### config.mk
export PLATFORM = sky130hd
export DESIGN_NAME = vmx_issue_controller
export DESIGN_NICKNAME = d
export VERILOG_FILES = /design/src/rtl/vmx_pkg.sv /design/src/rtl/vmx_result_drain.sv /design/src/rtl/vmx_issue_controller.sv
export SDC_FILE = /design/constraint.sdc
export NUM_CORES = 1
export LEC_CHECK = 0
export ABC_AREA = 1
export BUFFER_PORTS_ARGS = -buffer_cell sky130_fd_sc_hd__clkbuf_2
export CORE_AREA = 2 2 170 172
export DETAILED_ROUTE_END_ITERATION = 8
export DIE_AREA = 0 0 172 174
export HOLD_SLACK_MARGIN = 0.15
export PLACE_DENSITY_LB_ADDON = 0.2
export RECOVER_POWER = 25
export SYNTH_ARGS = -nofsm -noshare
export SYNTH_HDL_FRONTEND = slang
export SYNTH_SLANG_ARGS = --single-unit
### constraint.sdc
create_clock -name clk -period 3.2 [get_ports clk]
set_clock_uncertainty 0.2 [all_clocks]
set_input_delay 0.32 -clock clk [delete_from_list [all_inputs] [get_ports clk]]
set_output_delay 0.32 -clock clk [all_outputs]
set_load 0.01 [all_outputs]
### src/rtl/vmx_pkg.sv
// Shared opcode constants and issue-FSM state encoding for the VMX issue controller.
// Latency: n/a (types and constants only).
// Backpressure: n/a.
package vmx_pkg;

  localparam logic OP_SETW   = 1'b0;
  localparam logic OP_MATMUL = 1'b1;

  typedef enum logic [1:0] {
    ST_IDLE = 2'd0,
    ST_CMD  = 2'd1,
    ST_PUSH = 2'd2
  } state_t;

endpackage

### src/rtl/vmx_result_drain.sv
// Drains the first-word-fall-through result FIFO into a registered valid/ready stream, tagging the last beat of each job.
// Latency: one cycle from an EAQ read to res_valid.
// Backpressure: reads stop while res_valid is held and res_ready is low; res_data stays stable until it is accepted.
module vmx_result_drain #(
  parameter int PE_SIZE = 4,
  parameter int DW      = 128
) (
  input  logic          clk,
  input  logic          rst_n,
  input  logic          sw_rst,
  input  logic [DW-1:0] eaq_data,
  input  logic          eaq_empty,
  output logic          eaq_rena,
  output logic          res_valid,
  input  logic          res_ready,
  output logic [DW-1:0] res_data,
  output logic          res_last
);

  localparam int CW = (PE_SIZE > 1) ? $clog2(PE_SIZE) : 1;
  localparam logic [CW-1:0] LAST_BEAT = CW'(PE_SIZE - 1);

  logic [CW-1:0] beat_cnt;
  logic          handshake;

  // Reads are suppressed while any reset is applied so no word is lost from the FIFO.
  assign eaq_rena  = rst_n & ~sw_rst & ~eaq_empty & (~res_valid | res_ready);
  assign handshake = res_valid & res_ready;
  assign res_last  = res_valid & (beat_cnt == LAST_BEAT);

  // Output register: load on a read, drop valid once the held beat is accepted.
  always_ff @(posedge clk or negedge rst_n) begin
    if (!rst_n) begin
      res_valid <= 1'b0;
      res_data  <= '0;
    end else if (sw_rst) begin
      res_valid <= 1'b0;
      res_data  <= '0;
    end else if (eaq_rena) begin
      res_valid <= 1'b1;
      res_data  <= eaq_data;
    end else if (handshake) begin
      res_valid <= 1'b0;
    end
  end

  // Beat position within the current job's result burst, wrapping every PE_SIZE beats.
  always_ff @(posedge clk or negedge rst_n) begin
    if (!rst_n) begin
      beat_cnt <= '0;
    end else if (sw_rst) begin
      beat_cnt <= '0;
    end else if (handshake) begin
      beat_cnt <= (beat_cnt == LAST_BEAT) ? '0 : beat_cnt + 1'b1;
    end
  end

endmodule

### src/rtl/vmx_issue_controller.sv
// Accepts host jobs, writes one ISA command then PE_SIZE operand beats into the array FIFOs, and drains results to the host.
// Latency: command written the cycle after job acceptance; operand beats pass through combinationally; results one cycle after EAQ read.
// Backpressure: holds in CMD/PUSH while the target FIFO is FULL; result path stalls on res_ready. Define VMX_ISSUE_PERF_EN for perf counters.
module vmx_issue_controller
  import vmx_pkg::*;
#(
  parameter int PE_SIZE    = 4,
  parameter int PORT_WIDTH = 16
) (
  input  logic                          clk,
  input  logic                          rst_n,
  input  logic                          sw_rst,
  input  logic                          job_valid,
  output logic                          job_ready,
  input  logic                          job_op,
  input  logic                          src_valid,
  output logic                          src_ready,
  input  logic [PORT_WIDTH*PE_SIZE-1:0] src_data,
  output logic [31:0]                   ISA_FIFO_WDATA,
  output logic                          ISA_FIFO_WENA,
  input  logic                          ISA_FIFO_FULL,
  output logic [PORT_WIDTH*PE_SIZE-1:0] AEQ_FIFO_WDATA,
  output logic                          AEQ_FIFO_WENA,
  input  logic                          AEQ_FIFO_FULL,
  input  logic [2*PORT_WIDTH*PE_SIZE-1:0] EAQ_FIFO_DATA,
  output logic                          EAQ_FIFO_RENA,
  input  logic                          EAQ_FIFO_EMPTY,
  output logic                          res_valid,
  input  logic                          res_ready,
  output logic [2*PORT_WIDTH*PE_SIZE-1:0] res_data,
  output logic                          res_last,
`ifdef VMX_ISSUE_PERF_EN
  output logic [15:0]                   perf_jobs,
  output logic [15:0]                   perf_stall,
`endif
  output logic                          busy
);

  localparam int CW = (PE_SIZE > 1) ? $clog2(PE_SIZE) : 1;
  localparam logic [CW-1:0] LAST_BEAT = CW'(PE_SIZE - 1);

  state_t        state, state_nxt;
  logic          op_q;
  logic [CW-1:0] beat_cnt;
  logic [3:0]    outstanding;
  logic          push_done;
  logic          mm_issue;
  logic          mm_retire;

  // Next-state and FIFO write strobes; soft reset masks every write in the cycle it is applied.
  always_comb begin
    state_nxt      = state;
    job_ready      = 1'b0;
    src_ready      = 1'b0;
    ISA_FIFO_WENA  = 1'b0;
    ISA_FIFO_WDATA = {31'b0, op_q};
    AEQ_FIFO_WENA  = 1'b0;
    AEQ_FIFO_WDATA = src_data;
    push_done      = 1'b0;
    case (state)
      ST_IDLE: begin
        job_ready = 1'b1;
        if (job_valid) state_nxt = ST_CMD;
      end
      ST_CMD: begin
        ISA_FIFO_WENA = ~ISA_FIFO_FULL;
        if (!ISA_FIFO_FULL) state_nxt = ST_PUSH;
      end
      ST_PUSH: begin
        src_ready     = ~AEQ_FIFO_FULL;
        AEQ_FIFO_WENA = src_valid & ~AEQ_FIFO_FULL;
        push_done     = AEQ_FIFO_WENA & (beat_cnt == LAST_BEAT);
        if (push_done) state_nxt = ST_IDLE;
      end
      default: state_nxt = ST_IDLE;
    endcase
    if (sw_rst) begin
      src_ready     = 1'b0;
      ISA_FIFO_WENA = 1'b0;
      AEQ_FIFO_WENA = 1'b0;
      push_done     = 1'b0;
    end
  end

  // FSM state register.
  always_ff @(posedge clk or negedge rst_n) begin
    if (!rst_n)      state <= ST_IDLE;
    else if (sw_rst) state <= ST_IDLE;
    else             state <= state_nxt;
  end

  // Latch the opcode at acceptance and track operand beats within the push phase.
  always_ff @(posedge clk or negedge rst_n) begin
    if (!rst_n) begin
      op_q     <= OP_SETW;
      beat_cnt <= '0;
    end else if (sw_rst) begin
      op_q     <= OP_SETW;
      beat_cnt <= '0;
    end else begin
      if (job_valid && job_ready) op_q <= job_op;
      if (ISA_FIFO_WENA)          beat_cnt <= '0;
      else if (AEQ_FIFO_WENA)     beat_cnt <= beat_cnt + 1'b1;
    end
  end

  assign mm_issue  = ISA_FIFO_WENA & (op_q == OP_MATMUL);
  assign mm_retire = res_last & res_ready;

  // MATMUL jobs whose last result beat has not yet been accepted by the host.
  always_ff @(posedge clk or negedge rst_n) begin
    if (!rst_n)                     outstanding <= 4'd0;
    else if (sw_rst)                outstanding <= 4'd0;
    else if (mm_issue && !mm_retire) outstanding <= outstanding + 4'd1;
    else if (!mm_issue && mm_retire) outstanding <= outstanding - 4'd1;
  end

  assign busy = (state != ST_IDLE) | (outstanding != 4'd0);

  vmx_result_drain #(
    .PE_SIZE (PE_SIZE),
    .DW      (2*PORT_WIDTH*PE_SIZE)
  ) u_drain (
    .clk       (clk),
    .rst_n     (rst_n),
    .sw_rst    (sw_rst),
    .eaq_data  (EAQ_FIFO_DATA),
    .eaq_empty (EAQ_FIFO_EMPTY),
    .eaq_rena  (EAQ_FIFO_RENA),
    .res_valid (res_valid),
    .res_ready (res_ready),
    .res_data  (res_data),
    .res_last  (res_last)
  );

`ifdef VMX_ISSUE_PERF_EN
  logic stall_cyc;
  assign stall_cyc = ((state == ST_CMD) & ISA_FIFO_FULL) | ((state == ST_PUSH) & AEQ_FIFO_FULL);

  // Saturating counts of completed push phases and FIFO-full stall cycles.
  always_ff @(posedge clk or negedge rst_n) begin
    if (!rst_n) begin
      perf_jobs  <= 16'd0;
      perf_stall <= 16'd0;
    end else if (sw_rst) begin
      perf_jobs  <= 16'd0;
      perf_stall <= 16'd0;
    end else begin
      if (push_done && perf_jobs != 16'hFFFF)  perf_jobs  <= perf_jobs + 16'd1;
      if (stall_cyc && perf_stall != 16'hFFFF) perf_stall <= perf_stall + 16'd1;
    end
  end
`endif

endmodule

# == Word level (Yosys, flattened, before mapping) ==
# Cells that the tools add are included.
# word_totals
output_inout_bits,232
reg_bits,140
# op_classes
add_sub_neg,4
bitwise_logic,16
n_eq_ne,7
n_reduce_logical,15
n_mux,28
# ops
op,count
2-to-1 mux 128 bit,2
2-to-1 mux 2 bit,10
2-to-1 mux 1 bit,12
2-to-1 mux 4 bit,3
bitwise AND 1 bit,9
!= test 3 bit (second input constant),3
nonzero test 3 bit,3
nonzero test 2 bit,4
equality test 2 bit (second input constant),3
case mux 2 bit (3 select lines),1
inverter 1 bit,5
adder 2 x 1 -> 2 bit (second input constant),2
adder 4 x 1 -> 4 bit (second input constant),1
nonzero test 4 bit,1
subtractor 4 x 1 -> 4 bit (second input constant),1
logical AND 1 bit,3
AND reduction 3 bit,1
equality test 2 x 1 -> 1 bit (second input constant),1
zero test 1 bit,2
zero test 2 bit,1
OR 1 bit,2

# == Logic depth before layout (Yosys ltp) ==
# depth
depth_word,9
mapped_depth,13
mapped_depth_nobuf,13

# == By module ==
# Synthesis repeated with hierarchy kept, for this count alone.
# unflattened
cells_unflattened,783
area_unflattened_um2,7116.8
# modules_own_cells
mod,seq_area_each_um2,area_per_inst_um2,n_inst,cells_each
vmx_result_drain,3278.1,5731.7,1,606
vmx_issue_controller,225.2,1385.1,1,177

# == Worst setup path after synthesis ==
# OpenSTA, ideal clock, no wires.
# synth_timing
path_kind,register to register
from,register u_drain.beat_cnt[0]
to,register outstanding[3]
path_buffers,0
slack_ns,1.139
stages_incl_launch_ff,13
period_less_slack_ns,2.061
arrival_time_ns,1.744
path_cell_list,dfrtp_1 ha_1 nand3_1 nand4_2 ha_1 a21oi_1 nand2_1 nand2_1 nand2_1 nand2_1 nand2_1 nand2_1 nand2_1
# synth_between
elab_chain_len,7
# synth_rtl
item,line_no,text
from (decl),vmx_result_drain.sv:23,logic [CW-1:0] beat_cnt;
from (signal assigned),vmx_result_drain.sv:54,beat_cnt <= (beat_cnt == LAST_BEAT) ? '0 : beat_cnt + 1'b1;
equality test 2 bit (*),vmx_result_drain.sv:29,assign res_last = res_valid & (beat_cnt == LAST_BEAT);
bitwise AND 1 bit (*),vmx_result_drain.sv:29,
bitwise AND 1 bit (*),vmx_issue_controller.sv:108,assign mm_retire = res_last & res_ready;
zero test 1 bit,vmx_issue_controller.sv:114,else if (mm_issue && !mm_retire) outstanding <= outstanding + 4'd1;
logical AND 1 bit,vmx_issue_controller.sv:114,
2-to-1 mux 4 bit,vmx_issue_controller.sv:114,
2-to-1 mux 4 bit,vmx_issue_controller.sv:113,else if (sw_rst) outstanding <= 4'd0;
to (signal assigned),vmx_issue_controller.sv:114,
to (signal assigned),vmx_issue_controller.sv:115,else if (!mm_issue && mm_retire) outstanding <= outstanding - 4'd1;
to (decl),vmx_issue_controller.sv:45,logic [3:0] outstanding;
# Every way passes the cells marked *; elsewhere a longest branch is shown, timed or not.
# A chain may end at the register's enable or synchronous reset.

# == Worst setup path in the final report ==
# layout_timing
from,input sw_rst
to,register op_q
# layout_between
elab_chain_len,1
# layout_rtl
item,line_no,text
from (decl),vmx_issue_controller.sv:12,"input logic sw_rst,"
2-to-1 mux 1 bit / nonzero test 2 bit (equally long branches),--,
to (signal assigned),vmx_issue_controller.sv:101,if (job_valid && job_ready) op_q <= job_op;
to (decl),vmx_issue_controller.sv:43,logic op_q;
# Several ways; a longest one is shown, not always the timed one.

==> results.sh <==
export IMPL_period_share=0.808
export IMPL_num_rows=62
export IMPL_cts_tree="built"
export IMPL_crit_path_start="sw_rst"
export IMPL_peakVddDrop_uv=337
export IMPL_wl_um=20600
export IMPL_worst_setup_path_start_kind="primary input"
export IMPL_die_width_um=172
export IMPL_ios=434
export IMPL_worstSetupEndpointType="register"
export IMPL_endpoint="op_q$_DFFE_PN0P_"
export IMPL_grt_max_degree=130
export IMPL_cp_max_fo=29
export IMPL_hpwl_um=13100
export IMPL_overflow=0
export IMPL_yosysWarnings=0
export IMPL_final_common_cell="nand2_1"
export IMPL_post_synth_num_cell_types=25
export IMPL_wl_per_cell_um=13.9
export IMPL_hold_viol=0
export IMPL_power_density_nw_per_um2=481
export IMPL_regToRegStartpoint="state[0]$_DFFE_PN0P_"
export IMPL_grt_total_usage=0.136
export IMPL_r2r_cells=6
export IMPL_drive_gt1_frac=0.242
export IMPL_tightest_slew_ps=888
export IMPL_fmax_ghz=0.387
export IMPL_syn2layout_area_growth_pct=43.1
export IMPL_fin_ws_ps=613
export IMPL_drtAntennaViolNets=0
export IMPL_power_leakage_nw=5.21
export IMPL_drtIter0Drc=273
export IMPL_cts_htree_levels=4
export IMPL_post_cts_buffers=0
export IMPL_setup_viol=0
export IMPL_grt_pass1_wl_um=32000
export IMPL_clk_pin_slew_ps=70
export IMPL_post_cts_resize_count=0
export IMPL_firstDrtPassIters=4
export IMPL_netlist_area_um2=6670
export IMPL_rr_endpoint="op_q$_DFFE_PN0P_"
export IMPL_finalSetupTns_ps=0
export IMPL_grt_pass1_vias=6144
export IMPL_cts_root_buf="clkbuf_16"
export IMPL_status="finished clean"
export IMPL_synth_seq_cells=140
export IMPL_nFillCells=3053
export IMPL_drv_cap=0
export IMPL_final_cell_mix="nand2_1, clkbuf_2, dfrtp_1, dlygate4sd3_1, nand3_1"
export IMPL_start_util=0.236
export IMPL_cts_sinks=140
export IMPL_place_gp_congestion=0.753
export IMPL_synth_cells=752
export IMPL_ys_seq_area_frac=0.525
export IMPL_cp_required_ps=3360
export IMPL_fin_cells=1479
export IMPL_avgSynthCellArea_um2=8.87
export IMPL_holdCritPathClass="primary input to register"
export IMPL_insertion_delay_ps=420
export IMPL_diodes=0
export IMPL_power_mw=4.59
export IMPL_drcViolationCount=0
export IMPL_cts_buffers=17
export IMPL_post_place_cells=1307
export IMPL_cts_buffer_depth=2
export IMPL_io_buffers=274
export IMPL_die_area_um2=29900
export IMPL_final_nets=1289
export IMPL_rsz0062_at_grt="false"
export IMPL_antenna_found_initial=0
export IMPL_min_from="EAQ_FIFO_EMPTY"
export IMPL_ctsHoldBuffers=140
export IMPL_crit_type="primary input to register"
export IMPL_core_um2=28200
export IMPL_period_needed_ps=2590
export IMPL_maxSlewViolCount=0
export IMPL_vias_per_cell=4.08
export IMPL_fp_dieH_um=174
export IMPL_slew_headroom=0.408
export IMPL_pre_cts_ws_ps=956
export IMPL_r2r_slack_ps=790
export IMPL_worstPathArrival_ps=2740
export IMPL_via_count=6030
==> metrics by stage <==
step,hold WS (ps),instance area [µm²],utilization
final,224,9550,0.338
after global routing,251,9550,0.338
after CTS,202,9620,0.341
after detailed placement,-54.7,7630,0.270
after global placement,-55.3,7630,0.270
after floorplan,-176,6780,-
==> routing by layer <==
metal	wire [µm]	share of wire	vias to the layer above	global-route usage
met3	1450	0.070	58	0.0394
met2	10300	0.50	193	0.243
met5	0	0	-	0
met4	669	0.032	0	0.0623
met1	8160	0.40	2845	0.148
li1	-	-	2934	-
==> cell type report <==
class                      count  area (µm²)  share of cell area
clock buffer                  18         429              0.0449
clock inverter                14         159              0.0166
inverter                      16        65.1             0.00681
multi-input combinational    486        2120               0.222
sequential                   140        3500               0.367
tap                          384         480              0.0503
timing repair buffer         421        2790               0.292
==> state kept, by name (all words and copies together) (netlist names) <==
name               flops
u_drain.res_valid      1
outstanding            4
u_drain.beat_cnt       2
u_drain.res_data     128
op_q                   1
state                  2
beat_cnt               2
==> how the worst min path moves through the flow <==
stage / endpoint / slack (ps) / depth (start not counted)
4_1_cts: u_drain.res_data[39]$_DFFE_PN0P_ / 200 / 6
3_3_place_gp: u_drain.res_data[79]$_DFFE_PN0P_ / -60 / 1
6_report: u_drain.res_data[39]$_DFFE_PN0P_ / 220 / 6
3_5_place_dp: u_drain.res_data[96]$_DFFE_PN0P_ / -50 / 1
2_1_floorplan: beat_cnt[0]$_DFFE_PN0P_ / -180 / 0
5_1_grt: u_drain.res_data[39]$_DFFE_PN0P_ / 250 / 6
==> power by group <==
group / total, mW / internal (mW) / leakage [nW] / switching [mW]
clock network: 2.02 / 1.16 / 0.271 / 0.855
registers: 1.92 / 1.86 / 1.90 / 0.0581
logic: 0.652 / 0.298 / 3.04 / 0.354
total: 4.59 / 3.33 / 5.21 / 1.27
==> critical path: stages <==
cell and delay, ps:
dlygate4sd3_1 540, clkbuf_2 210, inv_4 310, o21ai_0 140, dlygate4sd3_1 580, nor2_1 80, dlygate4sd3_1 550
==> kinds of logic (layout without fill, tap and decap cells) <==
| group | count (synthesis) | in the layout | share of synthesized area |
|---|---|---|---|
| AND/OR/NAND/NOR | 437 | 437 | 0.278 |
| buffers and inverters | 156 | 469 | 0.173 |
| flip-flops | 140 | 140 | 0.525 |
| AO/OA/AOI/OAI | 11 | 11 | 0.00919 |
| adder cells (fa/ha/maj) | 5 | 5 | 0.0105 |
| other | 1 | 31 | 0.000562 |
| XOR/XNOR | 1 | 1 | 0.00131 |
| multiplexers | 1 | 1 | 0.00150 |
==> cells in the mapped netlist <==
cell,n,area (µm²)
a21oi_1,4,20.0
a31o_2,1,8.76
buf_2,10,50.1
buf_4,99,743
buf_6,25,282
clkbuf_1,6,22.5
conb_1,1,3.75
dfrtp_1,140,3500
fa_1,1,20.0
ha_1,4,50.1
inv_1,13,48.8
inv_2,3,11.3
mux2i_1,1,10.0
nand2_1,282,1060
nand3_1,134,671
nand3_4,1,17.5
nand4_1,6,37.5
nand4_2,1,12.5
nor2_1,9,33.8
nor3_1,1,5.00
nor4_1,2,12.5
o21ai_0,5,25.0
o31ai_1,1,7.51
or2_4,1,8.76
xnor2_1,1,8.76
Note: power is estimated with default switching activity, not from simulation.
